<file path="src/rtl/trn_pkg.sv">
// Shared TRN RX definitions: TLP header field positions, parser states and
// the DW FIFO entry layout.
package trn_pkg;

  localparam logic [6:0] FMT_TYPE_MWR32 = 7'h40;
  localparam logic [6:0] FMT_TYPE_MWR64 = 7'h60;

  // Header DW0 fields as seen on trn_rd of the SOF beat
  localparam int unsigned FMT_TYPE_HI = 62;
  localparam int unsigned FMT_TYPE_LO = 56;
  localparam int unsigned EP_BIT      = 46;
  localparam int unsigned LEN_HI      = 41;
  localparam int unsigned LEN_LO      = 32;
  // Header DW1 fields (lower half of the SOF beat)
  localparam int unsigned LBE_HI      = 7;
  localparam int unsigned LBE_LO      = 4;
  localparam int unsigned FBE_HI      = 3;
  localparam int unsigned FBE_LO      = 0;

  localparam int unsigned LEN_CNT_W   = 11;
  localparam int unsigned FIFO_DEPTH  = 4;
  localparam int unsigned FIFO_PTR_W  = 2;
  localparam int unsigned FIFO_CNT_W  = 3;
  localparam int unsigned DW_ENT_W    = 38;

  typedef enum logic [1:0] {
    ST_IDLE = 2'd0,
    ST_HDR2 = 2'd1,
    ST_DATA = 2'd2,
    ST_DROP = 2'd3
  } rx_state_e;

  typedef struct packed {
    logic        first;
    logic        last;
    logic [3:0]  be;
    logic [31:0] data;
  } dw_ent_t;

  // TLP payload is big-endian on the wire; the fabric wants TLP byte 0 in [7:0]
  function automatic logic [31:0] dw_swap(input logic [31:0] d);
    return {d[7:0], d[15:8], d[23:16], d[31:24]};
  endfunction

endpackage

</file>
<file path="src/rtl/trn_rx_dw_fifo.sv">
// 4-entry payload DW FIFO: up to two pushes and one pop per cycle, plus the
// free count that will hold after the current cycle.
module trn_rx_dw_fifo
  import trn_pkg::*;
(
  input  logic                  clk,
  input  logic                  rst_n,
  input  logic                  push0,
  input  logic                  push1,
  input  dw_ent_t               din0,
  input  dw_ent_t               din1,
  input  logic                  pop,
  output dw_ent_t               head_c,
  output logic                  nempty_c,
  output logic [FIFO_CNT_W-1:0] free_nxt_c
);

  dw_ent_t                 mem_q [FIFO_DEPTH];
  logic [FIFO_PTR_W-1:0]   wp_q, wp_d, rp_q, rp_d;
  logic [FIFO_CNT_W-1:0]   cnt_q, cnt_d;

  // push1 is only ever used together with push0
  always_comb begin
    wp_d  = wp_q + FIFO_PTR_W'(push0) + FIFO_PTR_W'(push1);
    rp_d  = rp_q + FIFO_PTR_W'(pop);
    cnt_d = cnt_q + FIFO_CNT_W'(push0) + FIFO_CNT_W'(push1) - FIFO_CNT_W'(pop);
  end

  always_ff @(posedge clk or negedge rst_n) begin
    if (!rst_n) begin
      wp_q  <= '0;
      rp_q  <= '0;
      cnt_q <= '0;
    end else begin
      wp_q  <= wp_d;
      rp_q  <= rp_d;
      cnt_q <= cnt_d;
    end
  end

  always_ff @(posedge clk) begin
    if (push0) mem_q[wp_q] <= din0;
    if (push1) mem_q[wp_q + FIFO_PTR_W'(1)] <= din1;
  end

  assign head_c     = mem_q[rp_q];
  assign nempty_c   = (cnt_q != '0);
  assign free_nxt_c = FIFO_CNT_W'(FIFO_DEPTH) - cnt_d;

endmodule

</file>
<file path="src/rtl/trn_rx_mwr_sink.sv">
// TRN RX memory-write sink: parses MWr32/MWr64 TLPs on enabled BARs into DW writes.
// Optional TLP statistics counters when TRN_RX_STATS_EN is defined.
module trn_rx_mwr_sink
  import trn_pkg::*;
#(
  parameter int unsigned ADDR_W   = 10,
  parameter logic [6:0]  BAR_MASK = 7'h01
) (
  input  logic              trn_clk,
  input  logic              trn_reset_n,
  input  logic [63:0]       trn_rd,
  input  logic              trn_rrem_n,
  input  logic              trn_rsof_n,
  input  logic              trn_reof_n,
  input  logic              trn_rsrc_rdy_n,
  input  logic              trn_rsrc_dsc_n,
  input  logic              trn_rerrfwd_n,
  input  logic [6:0]        trn_rbar_hit_n,
  output logic              trn_rdst_rdy_n,
  output logic              trn_rnp_ok_n,
  output logic              wr_valid,
  input  logic              wr_ready,
  output logic [ADDR_W-1:0] wr_addr,
  output logic [31:0]       wr_data,
  output logic [3:0]        wr_be,
  output logic              err_malformed
`ifdef TRN_RX_STATS_EN
  ,
  output logic [15:0]       stat_acc,
  output logic [15:0]       stat_drop,
  output logic [15:0]       stat_err
`endif
);

  localparam int unsigned A32_HI = 32 + ADDR_W + 1;

  rx_state_e              state_q, state_d;
  logic [LEN_CNT_W-1:0]   rem_q, rem_d, rem_v, hdr_len_c;
  logic                   first_q, first_d, first_v, over_v;
  logic [3:0]             fbe_q, fbe_d, lbe_q, lbe_d;
  logic                   is64_q, is64_d;
  logic [ADDR_W-1:0]      saddr_q, saddr_d, start_v;
  logic                   err_q, err_d;
  logic                   rdst_rdy_n_q, rdst_rdy_n_d;
  logic                   beat_c, sof_c, eof_c, bad_c, is_mwr_c, accept_c, acc_c, drop_c;
  logic [1:0]             n_dw;
  logic [31:0]            dw_v   [2];
  logic                   push_v [2];
  dw_ent_t                ent_v  [2];

  dw_ent_t                head_c;
  logic                   nempty_c, load_c;
  logic [FIFO_CNT_W-1:0]  free_nxt_c;
  logic [ADDR_W-1:0]      ring_q [FIFO_DEPTH];
  logic [FIFO_PTR_W-1:0]  ring_wp_q, ring_wp_d, ring_rp_q, ring_rp_d;
  logic                   ring_we_c;
  logic                   wr_valid_q, wr_valid_d;
  logic [ADDR_W-1:0]      wr_addr_q, wr_addr_d;
  logic [31:0]            wr_data_q, wr_data_d;
  logic [3:0]             wr_be_q, wr_be_d;
  logic                   unused_last_c;

  assign beat_c    = !trn_rsrc_rdy_n && !rdst_rdy_n_q;
  assign sof_c     = !trn_rsof_n;
  assign eof_c     = !trn_reof_n;
  assign bad_c     = !trn_rsrc_dsc_n || !trn_rerrfwd_n;
  assign is_mwr_c  = (trn_rd[FMT_TYPE_HI:FMT_TYPE_LO] == FMT_TYPE_MWR32) ||
                     (trn_rd[FMT_TYPE_HI:FMT_TYPE_LO] == FMT_TYPE_MWR64);
  assign accept_c  = is_mwr_c && (|(~trn_rbar_hit_n & BAR_MASK)) && !trn_rd[EP_BIT];
  assign hdr_len_c = (trn_rd[LEN_HI:LEN_LO] == 10'd0) ? LEN_CNT_W'(1024)
                                                      : LEN_CNT_W'(trn_rd[LEN_HI:LEN_LO]);

  // Parser FSM: header decode, payload push with byte enables, length checking
  always_comb begin
    state_d   = state_q;
    rem_d     = rem_q;
    first_d   = first_q;
    fbe_d     = fbe_q;
    lbe_d     = lbe_q;
    is64_d    = is64_q;
    saddr_d   = saddr_q;
    err_d     = 1'b0;
    acc_c     = 1'b0;
    drop_c    = 1'b0;
    n_dw      = 2'd0;
    dw_v[0]   = trn_rd[63:32];
    dw_v[1]   = trn_rd[31:0];
    push_v[0] = 1'b0;
    push_v[1] = 1'b0;
    ent_v[0]  = '0;
    ent_v[1]  = '0;
    rem_v     = rem_q;
    first_v   = first_q;
    over_v    = 1'b0;
    start_v   = saddr_q;
    if (beat_c) begin
      if (sof_c) begin
        err_d = (state_q != ST_IDLE);
        if (accept_c) begin
          acc_c   = 1'b1;
          rem_d   = hdr_len_c;
          first_d = 1'b1;
          fbe_d   = trn_rd[FBE_HI:FBE_LO];
          lbe_d   = trn_rd[LBE_HI:LBE_LO];
          is64_d  = (trn_rd[FMT_TYPE_HI:FMT_TYPE_LO] == FMT_TYPE_MWR64);
          if (eof_c) begin
            err_d   = 1'b1;
            state_d = ST_IDLE;
          end else begin
            state_d = ST_HDR2;
          end
        end else begin
          drop_c  = 1'b1;
          state_d = eof_c ? ST_IDLE : ST_DROP;
        end
      end else begin
        case (state_q)
          ST_HDR2, ST_DATA: begin
            if (bad_c) begin
              err_d   = 1'b1;
              state_d = eof_c ? ST_IDLE : ST_DROP;
            end else if (state_q == ST_HDR2 && is64_q) begin
              saddr_d = trn_rd[ADDR_W+1:2];
              if (trn_rd[63:32] != 32'd0) begin
                drop_c  = 1'b1;
                state_d = eof_c ? ST_IDLE : ST_DROP;
              end else if (eof_c) begin
                err_d   = 1'b1;
                state_d = ST_IDLE;
              end else begin
                state_d = ST_DATA;
              end
            end else begin
              if (state_q == ST_HDR2) begin
                start_v = trn_rd[A32_HI:34];
                saddr_d = start_v;
                dw_v[0] = trn_rd[31:0];
                n_dw    = (eof_c && trn_rrem_n) ? 2'd0 : 2'd1;
              end else begin
                n_dw    = (eof_c && trn_rrem_n) ? 2'd1 : 2'd2;
              end
              for (int k = 0; k < 2; k++) begin
                if (2'(k) < n_dw) begin
                  if (rem_v == '0) begin
                    over_v = 1'b1;
                  end else begin
                    push_v[k]      = 1'b1;
                    ent_v[k].data  = dw_swap(dw_v[k]);
                    ent_v[k].be    = first_v ? fbe_q :
                                     ((rem_v == LEN_CNT_W'(1)) ? lbe_q : 4'hf);
                    ent_v[k].first = first_v;
                    ent_v[k].last  = (rem_v == LEN_CNT_W'(1));
                    rem_v          = rem_v - LEN_CNT_W'(1);
                    first_v        = 1'b0;
                  end
                end
              end
              rem_d   = rem_v;
              first_d = first_v;
              if (over_v) begin
                err_d   = 1'b1;
                state_d = eof_c ? ST_IDLE : ST_DROP;
              end else if (eof_c) begin
                err_d   = (rem_v != '0);
                state_d = ST_IDLE;
              end else begin
                state_d = ST_DATA;
              end
            end
          end
          ST_DROP: if (eof_c) state_d = ST_IDLE;
          default: ;
        endcase
      end
    end
  end

  // The first DW of a TLP is always pushed on slot 0; its start address is queued alongside
  assign ring_we_c     = push_v[0] && ent_v[0].first;
  assign load_c        = nempty_c && (!wr_valid_q || wr_ready);
  assign unused_last_c = head_c.last;

  // Output register: reloads from the FIFO head whenever empty or accepted
  always_comb begin
    wr_valid_d   = wr_valid_q;
    wr_addr_d    = wr_addr_q;
    wr_data_d    = wr_data_q;
    wr_be_d      = wr_be_q;
    ring_wp_d    = ring_wp_q + FIFO_PTR_W'(ring_we_c);
    ring_rp_d    = ring_rp_q;
    rdst_rdy_n_d = (free_nxt_c < FIFO_CNT_W'(2));
    if (load_c) begin
      wr_valid_d = 1'b1;
      wr_data_d  = head_c.data;
      wr_be_d    = head_c.be;
      wr_addr_d  = head_c.first ? ring_q[ring_rp_q] : wr_addr_q + ADDR_W'(1);
      ring_rp_d  = ring_rp_q + FIFO_PTR_W'(head_c.first);
    end else if (wr_ready) begin
      wr_valid_d = 1'b0;
    end
  end

  always_ff @(posedge trn_clk or negedge trn_reset_n) begin
    if (!trn_reset_n) begin
      state_q      <= ST_IDLE;
      rem_q        <= '0;
      first_q      <= 1'b0;
      fbe_q        <= '0;
      lbe_q        <= '0;
      is64_q       <= 1'b0;
      saddr_q      <= '0;
      err_q        <= 1'b0;
      rdst_rdy_n_q <= 1'b1;
      ring_wp_q    <= '0;
      ring_rp_q    <= '0;
      wr_valid_q   <= 1'b0;
      wr_addr_q    <= '0;
      wr_data_q    <= '0;
      wr_be_q      <= '0;
      for (int i = 0; i < FIFO_DEPTH; i++) ring_q[i] <= '0;
    end else begin
      state_q      <= state_d;
      rem_q        <= rem_d;
      first_q      <= first_d;
      fbe_q        <= fbe_d;
      lbe_q        <= lbe_d;
      is64_q       <= is64_d;
      saddr_q      <= saddr_d;
      err_q        <= err_d;
      rdst_rdy_n_q <= rdst_rdy_n_d;
      ring_wp_q    <= ring_wp_d;
      ring_rp_q    <= ring_rp_d;
      wr_valid_q   <= wr_valid_d;
      wr_addr_q    <= wr_addr_d;
      wr_data_q    <= wr_data_d;
      wr_be_q      <= wr_be_d;
      if (ring_we_c) ring_q[ring_wp_q] <= start_v;
    end
  end

  trn_rx_dw_fifo u_fifo (
    .clk        (trn_clk),
    .rst_n      (trn_reset_n),
    .push0      (push_v[0]),
    .push1      (push_v[1]),
    .din0       (ent_v[0]),
    .din1       (ent_v[1]),
    .pop        (load_c),
    .head_c     (head_c),
    .nempty_c   (nempty_c),
    .free_nxt_c (free_nxt_c)
  );

  assign trn_rdst_rdy_n = rdst_rdy_n_q;
  assign trn_rnp_ok_n   = 1'b0;
  assign wr_valid       = wr_valid_q;
  assign wr_addr        = wr_addr_q;
  assign wr_data        = wr_data_q;
  assign wr_be          = wr_be_q;
  assign err_malformed  = err_q;

`ifdef TRN_RX_STATS_EN
  logic [15:0] stat_acc_q, stat_drop_q, stat_err_q;

  // Saturating TLP statistics
  always_ff @(posedge trn_clk or negedge trn_reset_n) begin
    if (!trn_reset_n) begin
      stat_acc_q  <= '0;
      stat_drop_q <= '0;
      stat_err_q  <= '0;
    end else begin
      if (acc_c  && stat_acc_q  != 16'hffff) stat_acc_q  <= stat_acc_q  + 16'd1;
      if (drop_c && stat_drop_q != 16'hffff) stat_drop_q <= stat_drop_q + 16'd1;
      if (err_d  && stat_err_q  != 16'hffff) stat_err_q  <= stat_err_q  + 16'd1;
    end
  end

  assign stat_acc  = stat_acc_q;
  assign stat_drop = stat_drop_q;
  assign stat_err  = stat_err_q;
`endif

endmodule
</file>
<file path="config.mk">
export PLATFORM = sky130hd
export DESIGN_NAME = trn_rx_mwr_sink
export DESIGN_NICKNAME = d
export VERILOG_FILES = /design/src/rtl/trn_pkg.sv /design/src/rtl/trn_rx_dw_fifo.sv /design/src/rtl/trn_rx_mwr_sink.sv
export SDC_FILE = /design/constraint.sdc
export NUM_CORES = 1
export LEC_CHECK = 0
export BUFFER_PORTS_ARGS = -buffer_cell sky130_fd_sc_hd__buf_2
export CAP_MARGIN = 20
export CORE_ASPECT_RATIO = 1.4
export CORE_MARGIN = 2
export CORE_UTILIZATION = 65
export CTS_BUF_LIST = sky130_fd_sc_hd__clkbuf_4 sky130_fd_sc_hd__clkbuf_8
export DETAILED_ROUTE_END_ITERATION = 10
export PLACE_DENSITY_LB_ADDON = 0.1
export REMOVE_ABC_BUFFERS = 1
export SLEW_MARGIN = 20
export SYNTH_ARGS = -nofsm -noshare
export SYNTH_HDL_FRONTEND = slang
export SYNTH_HIERARCHICAL = 1
export SYNTH_SLANG_ARGS = --single-unit
</file>
<file path="constraint.sdc">
create_clock -name trn_clk -period 9.65 [get_ports trn_clk]
set_input_delay 0.4825 -clock trn_clk [delete_from_list [all_inputs] [get_ports trn_clk]]
set_output_delay 0.4825 -clock trn_clk [all_outputs]
set_load 0.01 [all_outputs]
</file>
# Word-level counts from Yosys, hierarchy flattened
# Memories as Yosys holds them, arrays and structs flattened.
# Index checks and enable logic that the tools add are counted.
# W data, S select, Z words.
[totals]
regBits = 133
mem_bits_rw = 152
inputBits = 80
output_inout_bits = 50
word_cells = 207
mem_count = 1
[op_classes]
n_addsub = 13
n_lt_le_gt_ge = 6
eq_ne = 12
n_mux = 116
bitwise = 5
n_reduce_logical = 32
[mem_list]
columns = ["name", "words", "word_bits", "read_ports", "rd_ports_with_merged_regs", "write_ports", "line", "rtl"]
rows = [
  ["u_fifo.mem_q", 4, 38, 1, 0, 2, "trn_rx_dw_fifo.sv:18", "dw_ent_t mem_q [FIFO_DEPTH];"],
]
[op_table]
columns = ["op", "n"]
rows = [
  ["$mux W76", 5],
  ["$mux W11", 20],
  ["$mux W38", 4],
  ["$mux W10", 11],
  ["$mux W1", 46],
  ["$mux W2", 21],
  ["$bwmux W40", 1],
  ["$mux W32", 1],
  ["$reduce_bool A32 Y1", 1],
  ["$eq A11 B1 Y1 const B", 2],
  ["$logic_not A11 Y1", 2],
  ["$sub A11 B1 Y11 const B", 2],
  ["$bmux W10 S2", 1],
  ["$demux W10 S2", 1],
  ["$mux W4", 4],
  ["$eq A7 B7 Y1 const B", 2],
  ["$reduce_bool A11 Y1", 1],
  ["$add A10 B1 Y10 const B", 1],
  ["$add A2 B1 Y2", 5],
  ["$logic_not A10 Y1", 1],
  ["$logic_and A1 B1 Y1", 8],
  ["$logic_not A1 Y1", 7],
  ["$add A3 B1 Y3", 2],
  ["$ge A3 B3 Y1 const B", 2],
  ["other kinds (22)", 33],
]

# Depth between registers and ports, before layout
[logic_depth]
word_depth = 32
ltp_mapped = 22

# By module
# The synthesis kept the hierarchy.
[by_module_without_submodules]
columns = ["module", "instances", "cells_per_inst", "area_per_inst_um2"]
rows = [
  ["trn_rx_dw_fifo", 1, 403, 7798.7],
  ["trn_rx_mwr_sink", 1, 864, 7484.7],
]

# Worst setup path after synthesis
# No wires, ideal clock.
[synth_timing]
path_type = "input to register"
startpoint = "in trn_reof_n"
endpoint = "mem u_fifo/mem_q[0][0] (netlist bit) (enable)"
t_arrival_ns = 4.976
required_ns = 9.164
setup_slack_ns = 4.188
path_stages = 10
path_cell_list = "buf_2 > and3b_1 > clkbuf_1 > a31oi_1 > nand3_1 > clkbuf_1 > buf_1 > inv_1 > nand2b_1 > o21ai_0"
[synth_rtl]
columns = ["item", "line", "rtl"]
rows = [
  ["from (decl)", "trn_rx_mwr_sink.sv:14", "input logic trn_reof_n,"],
  ["to (decl)", "trn_rx_dw_fifo.sv:18", ""],
]

==> results.toml <==
[run_status]
status = "finished clean"

[timing]
timing_worst_slew_pin_value_ns = 1.124
skew_ns = 0.02205
setup_viol = 0
tns_ns = 0
min_period_ns = 6.257
fin_crit_sh_pct = 64.84
max_freq_mhz = 159.8
timing_hold_violations_final = 0
max_slew_margin_pct = 24.38
maxSlewViolCount = 0
grt_setup_unrepaired = "no"

[worst_setup_path]
crit-reg2reg-launch = "state_q[1]$_DFFE_PN0P_"
r2r_slack_ns = 3.39
arrival_ns = 6.44
crit_type = "reg2reg"
crit_path_end_kind = "flip-flop"
reg2reg_depth = 14
startpoint_type = "flip-flop"
startpoint = "state_q[1]$_DFFE_PN0P_"
cp_data_required_time_ns = 9.84
regToRegEndpoint = "u_fifo/mem_q[2][6]$_DFFE_PP_"
path_max_fanout = 42

[die]
die_area_um2 = 24440
initial_core_util_pct = 66.42
num_rows = 65
coreArea_um2 = 22690
die_h_um = 184.2
die_w_um = 132.7
io_pins = 130

[route]
routed_wl_um = 36650
ant_nets = 0
drc_errors = 0
first_iter_violations = 883
num_vias = 10620
avgRoutedWirePerCell_um = 21.58
drt_first_pass_iters = 5
viasPerCell = 6.252

[min_path]
hold_class = "in2reg"
min-delay-start = "trn_rd[0]"
hold_path_depth = 2
holdPathEnd = "fbe_q[0]$_DFFE_PN0P_"

[power]
vdd_drop_max_mv = 0.2421
leakage_nw = 7.246
power-per-cell-area_nw_per_um2 = 249.7

[yosys]
syn-cell-area_um2 = 15070
ys_warn_count = 6
synth_area_per_cell_um2 = 12.01
synthCells = 1255

[cells_and_area]
design_area_um2 = 16780
regArea_um2 = 7775
areaGrowthSynthToFinish_pct = 11.36
fillCellCount = 1512
multi_input_area_um2 = 6840
fin_nets = 1459
drive_above_1_share_pct = 30.23

[job]
maxCapViolCount = 0

[global_route]
grtUsageTotal_pct = 30.65
grt_overflow = 0
antenna_found_initial = 0
grt_pass1_wl_um = 58040
grt_pass1_vias = 10740
grt_max_degree = 72

[clocking]
tritoncts = "yes"
cts_htree_levels = 2
clkTransAtPathRegs_ns = 0.06
root_buffer = "clkbuf_8"
clkLatencyLatePin_ns = 0.55
cts_setup_buffers = 0
hold_buffers = 1
clock_sinks = 281
clock_path_buffers = 3
numCtsBuffers = 43
cts_resized = 0

[place]
hpwl_um = 23030
routabilityCongestion = 0.9194
portBuffers = 122
place_area_um2 = 15840
[routing by layer]
metal / part of all wire (%) / global-route usage, % / up-vias
met5: 0 / 0 / -
met4: 1.9 / 9.419 / 0
met3: 6.0 / 4.125 / 64
met2: 51 / 52.46 / 387
met1: 41 / 41.20 / 5320
li1: - / - / 4845
[worst max-delay path, cell delays in order, from the launching register on]
cell and delay, ns:
dfrtp_1 0.39, inv_1 0.08, ha_2 0.15, buf_4 0.58, nand3b_1 0.53, a21boi_0 0.36
or2_1 0.36, nor3_4 0.12, and2_1 0.23, a31oi_1 0.39, nand2_1 0.15, inv_2 0.70
nand3b_4 0.78, o21ai_4 0.54, buf_4 0.48
[state kept, by name, indices dropped and copies added (netlist names)]
signal          flops
u_fifo/wp_q         2
u_fifo/rp_q         2
wr_data            32
lbe_q               4
wr_addr            10
wr_be               4
u_fifo/cnt_q        3
state_q             2
err_malformed       1
is64_q              1
rem_q              11
trn_rdst_rdy_n      1
u_fifo/mem_q      148
saddr_q            10
first_q             1
ring_wp_q           2
fbe_q               4
wr_valid            1
ring_q             40
ring_rp_q           2
[how the worst max path moves through the flow]
stage	endpoint	slack, ns	cells after the start
2_1_floorplan	u_fifo/mem_q[0][0]$_DFFE_PP_	3.09	12
3_3_place_gp	u_fifo/mem_q[2][21]$_DFFE_PP_	3.44	14
3_5_place_dp	u_fifo/mem_q[2][21]$_DFFE_PP_	3.46	14
4_1_cts	u_fifo/mem_q[2][6]$_DFFE_PP_	3.43	14
5_1_grt	u_fifo/mem_q[2][6]$_DFFE_PP_	3.01	14
6_report	u_fifo/mem_q[2][6]$_DFFE_PP_	3.39	14
[power breakdown]
group | internal, W | leakage, nW | switching, W
Sequential | 0.00143 | 3.18 | 0.000166
Clock | 0.000586 | 0.494 | 0.000462
Combinational | 0.000646 | 3.57 | 0.000903
[layout by cell type (no fill, tap or decap), types with 4 or more instances in the layout]
cell type,n
ha_1,13
mux2_1,22
a31oi_1,7
buf_4,18
nor2_1,78
o21ai_1,22
inv_1,23
nand4_1,9
o22ai_1,4
a21oi_1,19
clkbuf_8,53
clkbuf_4,16
nand2_1,192
mux2_2,127
a21o_1,4
nand3_1,14
mux4_2,47
mux2_4,9
clkinv_1,5
and2_1,37
nand2b_1,7
xor2_1,5
edfxtp_1,148
dfrtp_1,131
a211oi_1,6
nor4_1,8
nor3_1,12
mux2i_1,60
and3_1,8
buf_2,121
nand3b_1,5
xnor2_1,5
o21ai_0,71
[stage by stage]
stage / std cells / total power, W / utilization (%) / hold WS (ns) / setup WS, ns
6_report: 1698 / 0.004190 / 73.96 / 0.2019 / 3.393
5_1_grt: 1697 / 0.004426 / 73.95 / 0.1924 / 3.011
4_1_cts: 1697 / 0.004200 / 73.93 / 0.1822 / 3.427
3_5_place_dp: 1617 / 0.003153 / 69.82 / 0.4566 / 3.459
3_3_place_gp: 1617 / 0.003128 / 69.82 / 0.4518 / 3.443
2_1_floorplan: 1175 / 0.002668 / - / 0.1869 / 3.093
[area by class of cell]
type                            count  area share (%)
Clock buffer                       69           5.062
Sequential cell                   281           46.33
Timing Repair Buffer              142           4.607
Clock inverter                     10          0.4473
Multi-Input combinational cell    870           40.76
Inverter                           24          0.5368
Tap cell                          301           2.244
Antenna cell                        1         0.01491
(Power assumes the default switching activity.)
